<file path="src/rtl/arm_fetch_pkg.sv">
// arm_fetch_pkg: shared fetch-unit definitions.
//   RESET_VECTOR  - default first fetch address after reset
//   fetch_state_e - fetch FSM state encodings
//   word_align()  - clears the byte-offset bits of an address
package arm_fetch_pkg;
   localparam logic [31:0] RESET_VECTOR = 32'h0000_0000;
   typedef enum logic [1:0] {FETCH_IDLE, FETCH_REQ, FETCH_DROP} fetch_state_e;
   function automatic logic [31:0] word_align(input logic [31:0] a);
      return {a[31:2], 2'b00};
   endfunction
endpackage

</file>
<file path="src/rtl/arm_fetch_if.sv">
// arm_fetch_if: fetch unit bus bundle.
//   imem_*            - instruction memory req/ack read port
//   inst_*            - valid/ready instruction stream to the decoder
//   pc_we/pc_in       - redirect from the decoder
//   halted            - core halted, level-sensitive
// master = fetch unit, slave = memory/decoder side.
interface arm_fetch_if;
   logic        imem_req;
   logic [31:0] imem_addr;
   logic        imem_ack;
   logic [31:0] imem_rdata;
   logic        inst_valid;
   logic [31:0] inst;
   logic [31:0] inst_pc;
   logic        inst_ready;
   logic        pc_we;
   logic [31:0] pc_in;
   logic        halted;
   modport master (output imem_req, imem_addr, inst_valid, inst, inst_pc,
                   input  imem_ack, imem_rdata, inst_ready, pc_we, pc_in, halted);
   modport slave  (input  imem_req, imem_addr, inst_valid, inst, inst_pc,
                   output imem_ack, imem_rdata, inst_ready, pc_we, pc_in, halted);
endinterface

</file>
<file path="src/rtl/arm_fetch_fifo.sv">
// arm_fetch_fifo: synchronous prefetch FIFO of {pc, inst} entries.
//   clk, rst_b  - clock, async active-low reset
//   push/din    - write an entry
//   pop/dout    - advance the head; dout is the current head
//   flush       - empty the FIFO; wins over push and pop
//   full, empty, count - occupancy
module arm_fetch_fifo #(
   parameter int DEPTH = 2
) (
   input  logic                     clk,
   input  logic                     rst_b,
   input  logic                     push,
   input  logic                     pop,
   input  logic                     flush,
   input  logic [63:0]              din,
   output logic [63:0]              dout,
   output logic                     full,
   output logic                     empty,
   output logic [$clog2(DEPTH):0]   count
);
   localparam int AW = $clog2(DEPTH);
   localparam int CW = AW + 1;
   logic [63:0]   mem_q [DEPTH];
   logic [63:0]   mem_d [DEPTH];
   logic [AW-1:0] rd_q, rd_d, wr_q, wr_d;
   logic [CW-1:0] cnt_q, cnt_d;
   logic          do_push, do_pop;
   assign full    = cnt_q == CW'(DEPTH);
   assign empty   = cnt_q == '0;
   assign count   = cnt_q;
   assign dout    = mem_q[rd_q];
   assign do_push = push && !flush && !full;
   assign do_pop  = pop && !flush && !empty;
   always_comb begin
      mem_d = mem_q;
      if (do_push) mem_d[wr_q] = din;
      wr_d  = flush ? '0 : wr_q + AW'(do_push);
      rd_d  = flush ? '0 : rd_q + AW'(do_pop);
      cnt_d = flush ? '0 : cnt_q + CW'(do_push) - CW'(do_pop);
   end
   always_ff @(posedge clk or negedge rst_b) begin
      if (!rst_b) begin
         mem_q <= '{default: '0};
         rd_q  <= '0;
         wr_q  <= '0;
         cnt_q <= '0;
      end else begin
         mem_q <= mem_d;
         rd_q  <= rd_d;
         wr_q  <= wr_d;
         cnt_q <= cnt_d;
      end
   end
endmodule

</file>
<file path="src/rtl/arm_fetch.sv">
// arm_fetch: instruction fetch unit with prefetch FIFO and PC redirect.
//   clk, rst_b - clock, async active-low reset
//   bus        - arm_fetch_if.master: imem req/ack port, decoder
//                valid/ready stream, redirect and halt inputs
module arm_fetch
   import arm_fetch_pkg::*;
#(
   parameter logic [31:0] RESET_PC = RESET_VECTOR,
   parameter int          DEPTH    = 2
) (
   input  logic       clk,
   input  logic       rst_b,
   arm_fetch_if.master bus
);
   localparam int CW = $clog2(DEPTH) + 1;
   fetch_state_e  state_q, state_d;
   logic [31:0]   fetch_pc_q, fetch_pc_d, addr_q, addr_d, nxt_addr;
   logic          ack, push, pop, full, empty;
   logic [CW-1:0] count, count_nxt;
   logic [63:0]   head;
   assign ack      = bus.imem_ack && state_q != FETCH_IDLE;
   assign push     = ack && state_q == FETCH_REQ && !bus.pc_we;
   assign pop      = bus.inst_valid && bus.inst_ready && !bus.pc_we;
   // occupancy after this edge's push/pop, used to chain back-to-back requests
   assign count_nxt = count + CW'(push) - CW'(pop);
   assign nxt_addr  = addr_q + 32'd4;
   always_comb begin
      state_d    = state_q;
      fetch_pc_d = fetch_pc_q;
      addr_d     = addr_q;
      if (bus.pc_we) fetch_pc_d = word_align(bus.pc_in);
      case (state_q)
         FETCH_IDLE:
            if (!bus.halted && !bus.pc_we && !full) begin
               state_d = FETCH_REQ;
               addr_d  = fetch_pc_q;
            end
         FETCH_REQ:
            // a redirect never aborts the handshake; it only discards the reply
            if (bus.pc_we) state_d = ack ? FETCH_IDLE : FETCH_DROP;
            else if (ack) begin
               fetch_pc_d = nxt_addr;
               if (!bus.halted && count_nxt < CW'(DEPTH)) addr_d = nxt_addr;
               else state_d = FETCH_IDLE;
            end
         FETCH_DROP:
            if (ack) state_d = FETCH_IDLE;
         default: state_d = FETCH_IDLE;
      endcase
   end
   always_ff @(posedge clk or negedge rst_b) begin
      if (!rst_b) begin
         state_q    <= FETCH_IDLE;
         fetch_pc_q <= RESET_PC;
         addr_q     <= RESET_PC;
      end else begin
         state_q    <= state_d;
         fetch_pc_q <= fetch_pc_d;
         addr_q     <= addr_d;
      end
   end
   arm_fetch_fifo #(.DEPTH(DEPTH)) u_fifo (
      .clk   (clk),
      .rst_b (rst_b),
      .push  (push),
      .pop   (pop),
      .flush (bus.pc_we),
      .din   ({addr_q, bus.imem_rdata}),
      .dout  (head),
      .full  (full),
      .empty (empty),
      .count (count)
   );
   assign bus.imem_req   = state_q != FETCH_IDLE;
   assign bus.imem_addr  = addr_q;
   assign bus.inst_valid = !empty && !bus.halted;
   assign bus.inst_pc    = head[63:32];
   assign bus.inst       = head[31:0];
endmodule
</file>
<file path="src/flat_wrapper.sv">
// flat-port wrapper written by rule: the top's interface ports become plain ports
module arm_fetch_flat import arm_fetch_pkg::*;
#(
   parameter logic [31:0] RESET_PC = RESET_VECTOR,
   parameter int          DEPTH    = 2
)
  (clk, rst_b, bus_imem_req, bus_imem_addr, bus_inst_valid, bus_inst, bus_inst_pc, bus_imem_ack, bus_imem_rdata, bus_inst_ready, bus_pc_we, bus_pc_in, bus_halted);
  arm_fetch_if bus_i ();
  input  logic clk;
  input  logic rst_b;
  output wire logic [$bits(bus_i.imem_req)-1:0] bus_imem_req;
  output wire logic [$bits(bus_i.imem_addr)-1:0] bus_imem_addr;
  output wire logic [$bits(bus_i.inst_valid)-1:0] bus_inst_valid;
  output wire logic [$bits(bus_i.inst)-1:0] bus_inst;
  output wire logic [$bits(bus_i.inst_pc)-1:0] bus_inst_pc;
  input wire logic [$bits(bus_i.imem_ack)-1:0] bus_imem_ack;
  input wire logic [$bits(bus_i.imem_rdata)-1:0] bus_imem_rdata;
  input wire logic [$bits(bus_i.inst_ready)-1:0] bus_inst_ready;
  input wire logic [$bits(bus_i.pc_we)-1:0] bus_pc_we;
  input wire logic [$bits(bus_i.pc_in)-1:0] bus_pc_in;
  input wire logic [$bits(bus_i.halted)-1:0] bus_halted;
  assign bus_imem_req = bus_i.imem_req;
  assign bus_imem_addr = bus_i.imem_addr;
  assign bus_inst_valid = bus_i.inst_valid;
  assign bus_inst = bus_i.inst;
  assign bus_inst_pc = bus_i.inst_pc;
  assign bus_i.imem_ack = bus_imem_ack;
  assign bus_i.imem_rdata = bus_imem_rdata;
  assign bus_i.inst_ready = bus_inst_ready;
  assign bus_i.pc_we = bus_pc_we;
  assign bus_i.pc_in = bus_pc_in;
  assign bus_i.halted = bus_halted;
  arm_fetch #(.RESET_PC(RESET_PC), .DEPTH(DEPTH)) u_core (.clk(clk), .rst_b(rst_b), .bus(bus_i));
endmodule
</file>
<file path="config.mk">
export PLATFORM = sky130hd
export DESIGN_NAME = arm_fetch_flat
export DESIGN_NICKNAME = d
export VERILOG_FILES = /design/src/rtl/arm_fetch_pkg.sv /design/src/rtl/arm_fetch_if.sv /design/src/rtl/arm_fetch_fifo.sv /design/src/rtl/arm_fetch.sv /design/src/flat_wrapper.sv
export SDC_FILE = /design/constraint.sdc
export NUM_CORES = 1
export LEC_CHECK = 0
export ABC_AREA = 1
export CORE_MARGIN = 3
export CORE_UTILIZATION = 35
export CTS_CLUSTER_SIZE = 8
export DETAILED_ROUTE_END_ITERATION = 10
export GPL_ROUTABILITY_DRIVEN = 0
export PLACE_DENSITY = 0.65
export SETUP_SLACK_MARGIN = 0.05
export SYNTH_ARGS = -nofsm -noshare
export SYNTH_HDL_FRONTEND = slang
export SYNTH_SLANG_ARGS = --single-unit
</file>
<file path="constraint.sdc">
create_clock -name clk -period 7.64 [get_ports clk]
set_input_delay 1.528 -clock clk [delete_from_list [all_inputs] [get_ports clk]]
set_output_delay 1.528 -clock clk [all_outputs]
set_load 0.01 [all_outputs]
</file>
==> impl_metrics.tcl, run 1 <==
set metrics [dict create \
    status "finished clean" \
    drtAntennaViolNets 0 \
    synth_cells 1239 \
    clock_path_buffers 2 \
    final_common_cell "nand2_1" \
    cts_resized 0 \
    setup_violations 0 \
    r2r-end "u_core.bus.imem_addr[10]" \
    cts_root_buf "clkbuf_16" \
    final_cell_mix "387 x nand2_1, 197 x dfrtp_1, 163 x clkdlybuf4s50_1, 161 x o21ai_0, 124 x inv_1" \
    crit_path_end_kind "flop" \
    drt-total-wl_mm 26.8 \
    worst-endpoint-required_ns 7.96 \
    rrSetupSlack_ns 4.18 \
    final_nets 1445 \
    clkSlewWorstSetupHoldPaths_ns 0.07 \
    avgSynthCellArea_um2 7.90 \
    antenna_found_initial 0 \
    max_cap_violations 0 \
    drt-pass1-iter-count 5 \
    ys_seq_area_frac 0.506 \
    crit_end "u_core.bus.imem_addr[10]" \
    min_path_type "reg2reg" \
    period_minus_slack_ns 4.55 \
    max_slew_margin 0.338 \
    tightest_slew_ns 0.993 \
    io_buffers 165 \
    via_per_inst 4.76 \
    period_share 0.595 \
    hold_viol 0 \
    drt_iter0_markers 776 \
    fmaxAchievable_mhz 220 \
    tns_ns 0 \
    ys_seq_elements 198 \
    avgRoutedWirePerCell_um 15.3 \
    ys_types 34 \
    dp_cells 1722 \
    ctsHoldBuffers 0 \
    grt_pass1_vias 7996 \
    grtUsageTotal 0.178 \
    cp.arrival_ns 4.87 \
    num_vias 8351 \
    hpwl_mm 18.5 \
    grt_overflow 0 \
    cts_tree "built" \
    fin_worst_skew_ns 0.0243 \
    grt_max_degree 99 \
    placementRows 60 \
    htree_num_levels 4 \
    cts_inserted_buffers 17 \
    reg2reg_depth 13 \
    powerDensity_mw_per_mm2 345 \
    synth_top_area_share 0.506 \
    clkLatencyLatePin_ns 0.44 \
    synth_area_leaders "dfrtp_1 51%, nand2_1 15%, o21ai_0 8.2%" \
    p_leak_nw 5.55 \
    die-height_um 173 \
    timing.hold.ws_ns 0.508 \
    multi_input_area_mm2 0.00412 \
    drive_gt1_frac 0.0702 \
    r2r-start "u_core.state_q[1]" \
    start_util 0.359 \
    critPathMaxFanout 31 \
    syn_nets 1315 \
    final_cell_count_no_fill 1754 \
    syn-cell-area_mm2 0.00979 \
    seq_area_mm2 0.00496 \
    peakVddDrop_mv 0.163 \
    worstSetupPathType "in2reg" \
    drcViolationCount 0 \
    async_flop_share 1.00 \
    dieWidth_um 173 \
    post_cts_buffers 0 \
    critPathLaunch "bus_imem_ack" \
    ys.flop_type "dfrtp_1" \
    antennaDiodeCount 0 \
    core_area_mm2 0.0273 \
    synth_top_cell_by_area "dfrtp_1" \
    yosys_warnings 0 \
    rsz0062_at_grt "no" \
    synthToLayoutAreaGrowth_pct 26.6 \
    grt_first_pass_wirelength_mm 43.2 \
    crit_path_start_kind "primary input" \
    maxSlewViolCount 0 \
    pin_count 168 \
    clock_sink_count 198 \
    synth_edf_count 0 \
    fillCellCount 2719 \
    fp.dieArea_mm2 0.0300 \
]
==> cell usage after synthesis (all sizes together), types with 4 or more instances <==
library cell / number
a21oi: 39
a31oi: 7
buf: 18
clkbuf: 44
dfrtp: 198
ha: 6
inv: 127
mux2: 43
nand2: 390
nand3: 72
nor2: 105
o21ai: 162
xnor2: 5
xor2: 4
==> power breakdown <==
group	internal [W]	leakage (nW)	switching, W
Combinational	0.000743	2.69	0.000837
Sequential	0.00141	2.54	0.000282
Clock	0.000593	0.312	0.000406
==> cells by family after synthesis <==
family                     after synthesis  share of synthesized area
adders and majority gates                6                    0.00767
DFF                                    198                      0.506
AOI/OAI and AO/OA                      215                      0.113
muxes                                   46                     0.0526
buffers and inverters                  190                     0.0749
xor gates and xnor gates                 9                    0.00805
and+or+nand+nor                        575                      0.238
==> cell type report <==
cell class                 count  share of cell area
sequential                   198               0.400
multi-input combinational    851               0.333
timing repair buffer         173               0.138
inverter                     128              0.0388
tap                          372              0.0376
clock buffer                  21              0.0364
clock inverter                11              0.0160
==> worst max-delay path, stage by stage <==
cell and delay (ns):
clkdlybuf4s50_1 0.55, nand2_4 0.18, nor2_4 0.61, inv_2 0.32, ha_1 0.38, nor2_1 0.10, nand3_1 0.07, nand2_1 0.12
nand3_4 0.19, nand2_4 0.32, inv_2 0.28, nand2_1 0.14, nand2_1 0.07
==> per-layer routing <==
layer | wire length, um | GRT usage | up-vias
met5 | 0 | 0 | -
met4 | 280 | 0.0389 | 0
met3 | 1360 | 0.0357 | 14
met2 | 12500 | 0.286 | 221
met1 | 12700 | 0.249 | 3927
li1 | - | - | 4189
==> through the flow <==
| step | total power [W] | utilization | setup slack (ns) | instance area (um^2) |
|---|---|---|---|---|
| after detailed placement | 0.00330 | 0.431 | 2.63 | 11700 |
| after CTS | 0.00431 | 0.455 | 3.09 | 12400 |
| final | 0.00427 | 0.455 | 3.09 | 12400 |
| after floorplan | 0.00246 | - | 4.16 | 9790 |
| after global placement | 0.00326 | 0.431 | 2.68 | 11700 |
| after global routing | 0.00456 | 0.455 | 2.76 | 12400 |
==> how the worst min path moves through the flow <==
stage	from	end	cells after the start
finish	u_core.u_fifo.mem_q[17]	u_core.u_fifo.mem_q[17]	1
global route	u_core.u_fifo.mem_q[12]	u_core.u_fifo.mem_q[12]	1
CTS	u_core.u_fifo.mem_q[14]	u_core.u_fifo.mem_q[14]	1
detailed placement	u_core.u_fifo.mem_q[9]	u_core.u_fifo.mem_q[9]	1
global placement	u_core.fetch_pc_q[1]	u_core.fetch_pc_q[1]	2
floorplan	u_core.fetch_pc_q[1]	u_core.fetch_pc_q[1]	2
==> registers in the layout (all words and copies together), names as in the netlist <==
register	flops
u_core.u_fifo.rd_q	1
u_core.fetch_pc_q	32
u_core.state_q	2
u_core.bus.imem_addr	32
u_core.u_fifo.count	2
u_core.u_fifo.mem_q	128
u_core.u_fifo.wr_q	1
Note: power is estimated with default switching activity, not from simulation.
==> run 2: changes to the inputs <==
clock period = 4.4 ns   (was 7.64 ns; I/O delays follow)
==> run 2 against run 1 <==
  * Register-to-register slack got worse by 2.5 ns
  * Via count is 0.23% higher
  * Final area increased by 0.47%
  * Die area did not move
  * Hold slack worse by 0.0041 ns
  * Non-clock buffer count grew 6
  * Global-route usage about the same
  * Routed wire length down 0.83%
  * Cell count grew 0.34%
  * Clock skew fell by 0.014 ns
  * Sequential cell count did not move
  * Sequential share of layout area is 0.19 points lower
  * Critical endpoint is now bus_inst_pc[28]
==> impl_metrics.tcl, run 2 (synthesized netlist as in run 1, its figures left out) <==
set metrics [dict create \
    antennaDiodeCount 0 \
    max_stage_delay_ns 0.91 \
    maxSlewViolCount 0 \
    cp_slowest_cell "dfrtp_4" \
    clkSlewWorstSetupHoldPaths_ns 0.07 \
    cts_tree "built" \
    hpwl_mm 18.8 \
    pin_count 168 \
    fmaxAchievable_mhz 291 \
    drtAntennaViolNets 0 \
    crit_buf_inv 2 \
    drt_iter0_markers 574 \
    post-route-cell-area_mm2 0.0124 \
    cts_inserted_buffers 17 \
    fp.dieArea_mm2 0.0300 \
    path_cells "buf_4 -> nand2_1 -> o21ai_0 -> clkdlybuf4s50_1" \
    setup_violations 0 \
    antenna_found_initial 0 \
    pre_cts_ws_ns 0.751 \
    clock_path_buffers 2 \
    hold_viol 0 \
    max_cap_violations 0 \
    synthToLayoutAreaGrowth_pct 27.2 \
    post_cts_buffers 0 \
    drt-total-wl_mm 26.6 \
    cts_root_buf "clkbuf_16" \
    critPathLaunch "u_core.u_fifo.rd_q" \
    peakVddDrop_mv 0.245 \
    drive_gt1_frac 0.0749 \
    tightest_slew_ns 0.920 \
    rsz0062_at_grt "no" \
    cts_resized 0 \
    powerDensity_mw_per_mm2 592 \
    setup_ws_ns 0.967 \
    io_buffers 165 \
    grtUsageTotal 0.178 \
    critPathMaxFanout 79 \
    placementRows 60 \
    ctsHoldBuffers 0 \
    grt_first_pass_wirelength_mm 43.4 \
    power.total_w 0.00737 \
    max_slew_margin 0.387 \
    crit_path_start_kind "flop" \
    placed_cell_area_mm2 0.0118 \
    grt_overflow 0 \
    avgRoutedWirePerCell_um 15.1 \
    largest_reg_flops 128 \
    fin_worst_skew_ns 0.0104 \
    drt-pass1-iter-count 5 \
    cpLargestDelayFamily "buffers and inverters" \
    largest-register "u_core.u_fifo.mem_q" \
    worst-endpoint-required_ns 3.52 \
    start_util 0.359 \
    final_cell_mix "387 x nand2_1, 197 x dfrtp_1, 163 x clkdlybuf4s50_1, 161 x o21ai_0, 124 x inv_1" \
    worstSetupPathType "reg2out" \
    period_minus_slack_ns 3.43 \
    cp.arrival_ns 2.55 \
    via_per_inst 4.76 \
    drcViolationCount 0 \
    dieWidth_um 173 \
    r2r-start "u_core.state_q[1]" \
    min_path_type "reg2reg" \
    clock_sink_count 198 \
    worstHoldStart "u_core.fetch_pc_q[1]" \
    tns_ns 0 \
    num_vias 8370 \
    final_common_cell "nand2_1" \
    period_share 0.780 \
    final_nets 1451 \
    status "finished clean" \
    p_leak_nw 5.58 \
    grt_max_degree 112 \
    crit_path_end_kind "output pin" \
    grt_pass1_vias 8094 \
    clkLatencyLatePin_ns 0.43 \
    core_area_mm2 0.0273 \
    die-height_um 173 \
    htree_num_levels 4 \
]
[run 2: final cells by class]
| cell class | instances | area, um^2 |
|---|---|---|
| Sequential cell | 198 | 4960 |
| Clock buffer | 20 | 447 |
| Timing Repair Buffer | 179 | 1790 |
| Multi-Input combinational cell | 851 | 4120 |
| Tap cell | 372 | 465 |
| Fill cell | 2698 | 14800 |
| Clock inverter | 12 | 176 |
| Inverter | 128 | 480 |
[run 2: worst reg2reg max path, stage by stage (launching register included)]
cell,delay (ns)
dfrtp_1,0.43
nor2_4,0.15
nand2_4,0.16
nor2_4,0.14
buf_4,0.33
nand2_1,0.14
inv_1,0.18
ha_4,0.37
buf_12,0.31
mux2_2,0.41
[run 2: metal layers]
layer	vias up	wire [um]	global-route usage
met5	-	0	0
met1	3884	12800	0.251
met2	236	11800	0.281
li1	4215	-	-
met3	35	1280	0.0309
met4	0	675	0.0541
[run 2: where the power goes]
| group | leakage (nW) | internal (W) | switching, W |
|---|---|---|---|
| clock | 0.301 | 0.000970 | 0.000699 |
| sequential | 2.54 | 0.00246 | 0.000493 |
| combinational | 2.73 | 0.00130 | 0.00145 |
| total | 5.58 | 0.00472 | 0.00264 |
[run 2: metrics by stage]
stage                     utilization  instances  hold WS [ns]
final                           0.457       1760         0.504
after global routing            0.457       1760         0.522
after CTS                       0.457       1760         0.510
after detailed placement        0.434       1728         0.490
after global placement          0.434       1728         0.485
after floorplan                     -       1239         0.472
[run 2: path summary, 6_finish.rpt]
kind	cells past startpoint	slack (ns)	to
setup reg to reg	9	1.67	u_core.u_fifo.mem_q[26]
hold reg to reg	2	0.50	u_core.fetch_pc_q[1]
max in group asynchronous	3	2.78	u_core.u_fifo.mem_q[4]
hold / removal	2	0.50	u_core.fetch_pc_q[1]
setup / recovery	4	0.97	bus_inst_pc[28]
min in group asynchronous	1	0.56	u_core.u_fifo.mem_q[29]
==> run 3: changes to the inputs <==
PLACE_DENSITY = 0.67   (was 0.65)
clock period = 3 ns   (was 4.4 ns; I/O delays follow)
==> run 3 against run 2 <==
  * Clock power rose by 39%
  * Cell count rose by 0.51%
  * Hold slack got worse by 0.36 ns
  * Sequential power rose by 46%
  * Via count rose by 2.2%
  * Count of clock-buffer cells in the layout fell by 1
  * Register-to-register slack got worse by 0.90 ns
  * Largest cell class unchanged
  * Clock skew rose by 0.0019 ns
  * Final area rose by 0.63%
  * Sequential cell count did not move
  * Largest power group unchanged
  * Global-route usage rose by 0.15 points
  * Critical path depth did not move
==> impl_metrics.tcl, run 3 (synthesized netlist as in run 1, its figures left out) <==
set metrics [dict create \
    maxSlewViolCount 0 \
    crit_path_end_kind "output pin" \
    r2r-end "u_core.bus.imem_addr[30]" \
    cts_root_buf "clkbuf_16" \
    start_util 0.359 \
    tns_ns 0 \
    p_int_w 0.00679 \
    rrSetupSlack_ns 0.77 \
    drt-pass1-iter-count 5 \
    reg2reg_depth 14 \
    timing.hold.ws_ns 0.141 \
    die-height_um 173 \
    ctsHoldBuffers 0 \
    pin_count 168 \
    fmaxAchievable_mhz 358 \
    p_switching_w 0.00391 \
    grt_overflow 0 \
    powerDensity_mw_per_mm2 854 \
    final_cell_mix "387 x nand2_1, 197 x dfrtp_1, 163 x clkdlybuf4s50_1, 161 x o21ai_0, 124 x inv_1" \
    drt_iter0_markers 808 \
    status "finished clean" \
    utilization 0.460 \
    grt_max_degree 95 \
    antennaDiodeCount 0 \
    clock_path_buffers 2 \
    max_cap_violations 0 \
    largest_reg_flops 128 \
    num_vias 8558 \
    cpLargestDelayFamily "buffers and inverters" \
    p_seq_frac 0.404 \
    clkSlewWorstSetupHoldPaths_ns 0.07 \
    core_area_mm2 0.0273 \
    grt_pass1_vias 8242 \
    grtUsageTotal 0.180 \
    final_common_cell "nand2_1" \
    antenna_found_initial 0 \
    crit_buf_inv 2 \
    p_clk_frac 0.217 \
    cts_tree "built" \
    clock_sink_count 198 \
    r2r-start "u_core.u_fifo.count[1]" \
    path_cells "buf_4 -> nand2_1 -> o21ai_0 -> clkdlybuf4s50_1" \
    grt_first_pass_wirelength_mm 44.0 \
    cp.arrival_ns 2.19 \
    max_stage_delay_ns 0.69 \
    critPathMaxFanout 31 \
    drive_gt1_frac 0.0816 \
    rsz0062_at_grt "no" \
    avgRoutedWirePerCell_um 15.1 \
    clkLatencyLatePin_ns 0.43 \
    crit_path_start_kind "flop" \
    swShare 0.365 \
    p_leak_nw 5.61 \
    max_slew_margin 0.528 \
    peakVddDrop_mv 0.471 \
    fin_worst_skew_ns 0.0123 \
    fp.dieArea_mm2 0.0300 \
    dieWidth_um 173 \
    min_path_type "in2async" \
    cp_slowest_cell "dfrtp_4" \
    final_nets 1460 \
    io_buffers 165 \
    cts_inserted_buffers 17 \
    drcViolationCount 0 \
    synthToLayoutAreaGrowth_pct 28.0 \
    tightest_slew_ns 0.707 \
    worstSetupPathType "reg2out" \
    drt-total-wl_mm 26.8 \
    hold_viol 0 \
    period_share 0.931 \
    setup_violations 0 \
    htree_num_levels 4 \
    period_minus_slack_ns 2.79 \
    worst-endpoint-required_ns 2.40 \
    largest-register "u_core.u_fifo.mem_q" \
    drtAntennaViolNets 0 \
    combPwrFrac 0.379 \
    placementRows 60 \
    via_per_inst 4.84 \
    hpwl_mm 18.8 \
]
[run 3: cell count changes in the layout (fill, tap and decap cells not counted), sizes merged]
cell    change
buf         +9
bufinv      -2
clkinv      +2
clkbuf      -1
inv         +1
[run 3: worst max-delay path by stage]
stage / start / to / slack [ns] / cells after the start
after floorplan: bus_pc_we / u_core.u_fifo.mem_q[0] / 0.45 / 10
after global placement: bus_imem_ack / u_core.bus.imem_addr[31] / 0.26 / 14
after detailed placement: bus_imem_ack / u_core.bus.imem_addr[17] / 0.22 / 14
after CTS: u_core.u_fifo.rd_q / bus_inst_pc[10] / 0.16 / 3
after global routing: u_core.u_fifo.rd_q / bus_inst_pc[5] / 0.07 / 4
final: u_core.u_fifo.rd_q / bus_inst_pc[5] / 0.21 / 4
[run 3: repair_timing]
item | CTS | global route
gates resized for setup | 0 | 0
endpoints found under the setup margin | 2 | 0
setup buffers | 1 | 0
[run 3: stage by stage]
step / total power, W / cells / setup WS (ns) / cell area (um^2)
final: 0.0107 / 1769 / 0.207 / 12500
after global routing: 0.0114 / 1769 / 0.0724 / 12500
after CTS: 0.0108 / 1769 / 0.164 / 12500
after detailed placement: 0.00843 / 1736 / 0.217 / 11900
after global placement: 0.00833 / 1736 / 0.259 / 11900
after floorplan: 0.00625 / 1239 / 0.448 / 9790
[run 3: layout make-up]
class	instances	area (um^2)
clock buffer	19	443
clock inverter	13	146
fill	2714	14700
inverter	128	480
multi-input combinational	851	4120
sequential	198	4960
tap	372	465
timing repair buffer	188	1910
[run 3: per-layer routing]
metal | vias to the layer above | part of all wire | track usage
met2 | 270 | 0.46 | 0.283
met5 | - | 0 | 0
met3 | 27 | 0.056 | 0.0377
met4 | 0 | 0.018 | 0.0459
met1 | 4035 | 0.47 | 0.253
li1 | 4226 | - | -
[run 3: power groups by stage]
stage                     Combinational (W)  Sequential [W]  Clock, W
after global routing                0.00451         0.00445   0.00248
after CTS                           0.00408         0.00432   0.00238
after floorplan                     0.00205         0.00420         0
after global placement              0.00398         0.00434         0
after detailed placement            0.00406         0.00437         0
final                               0.00405         0.00432   0.00232
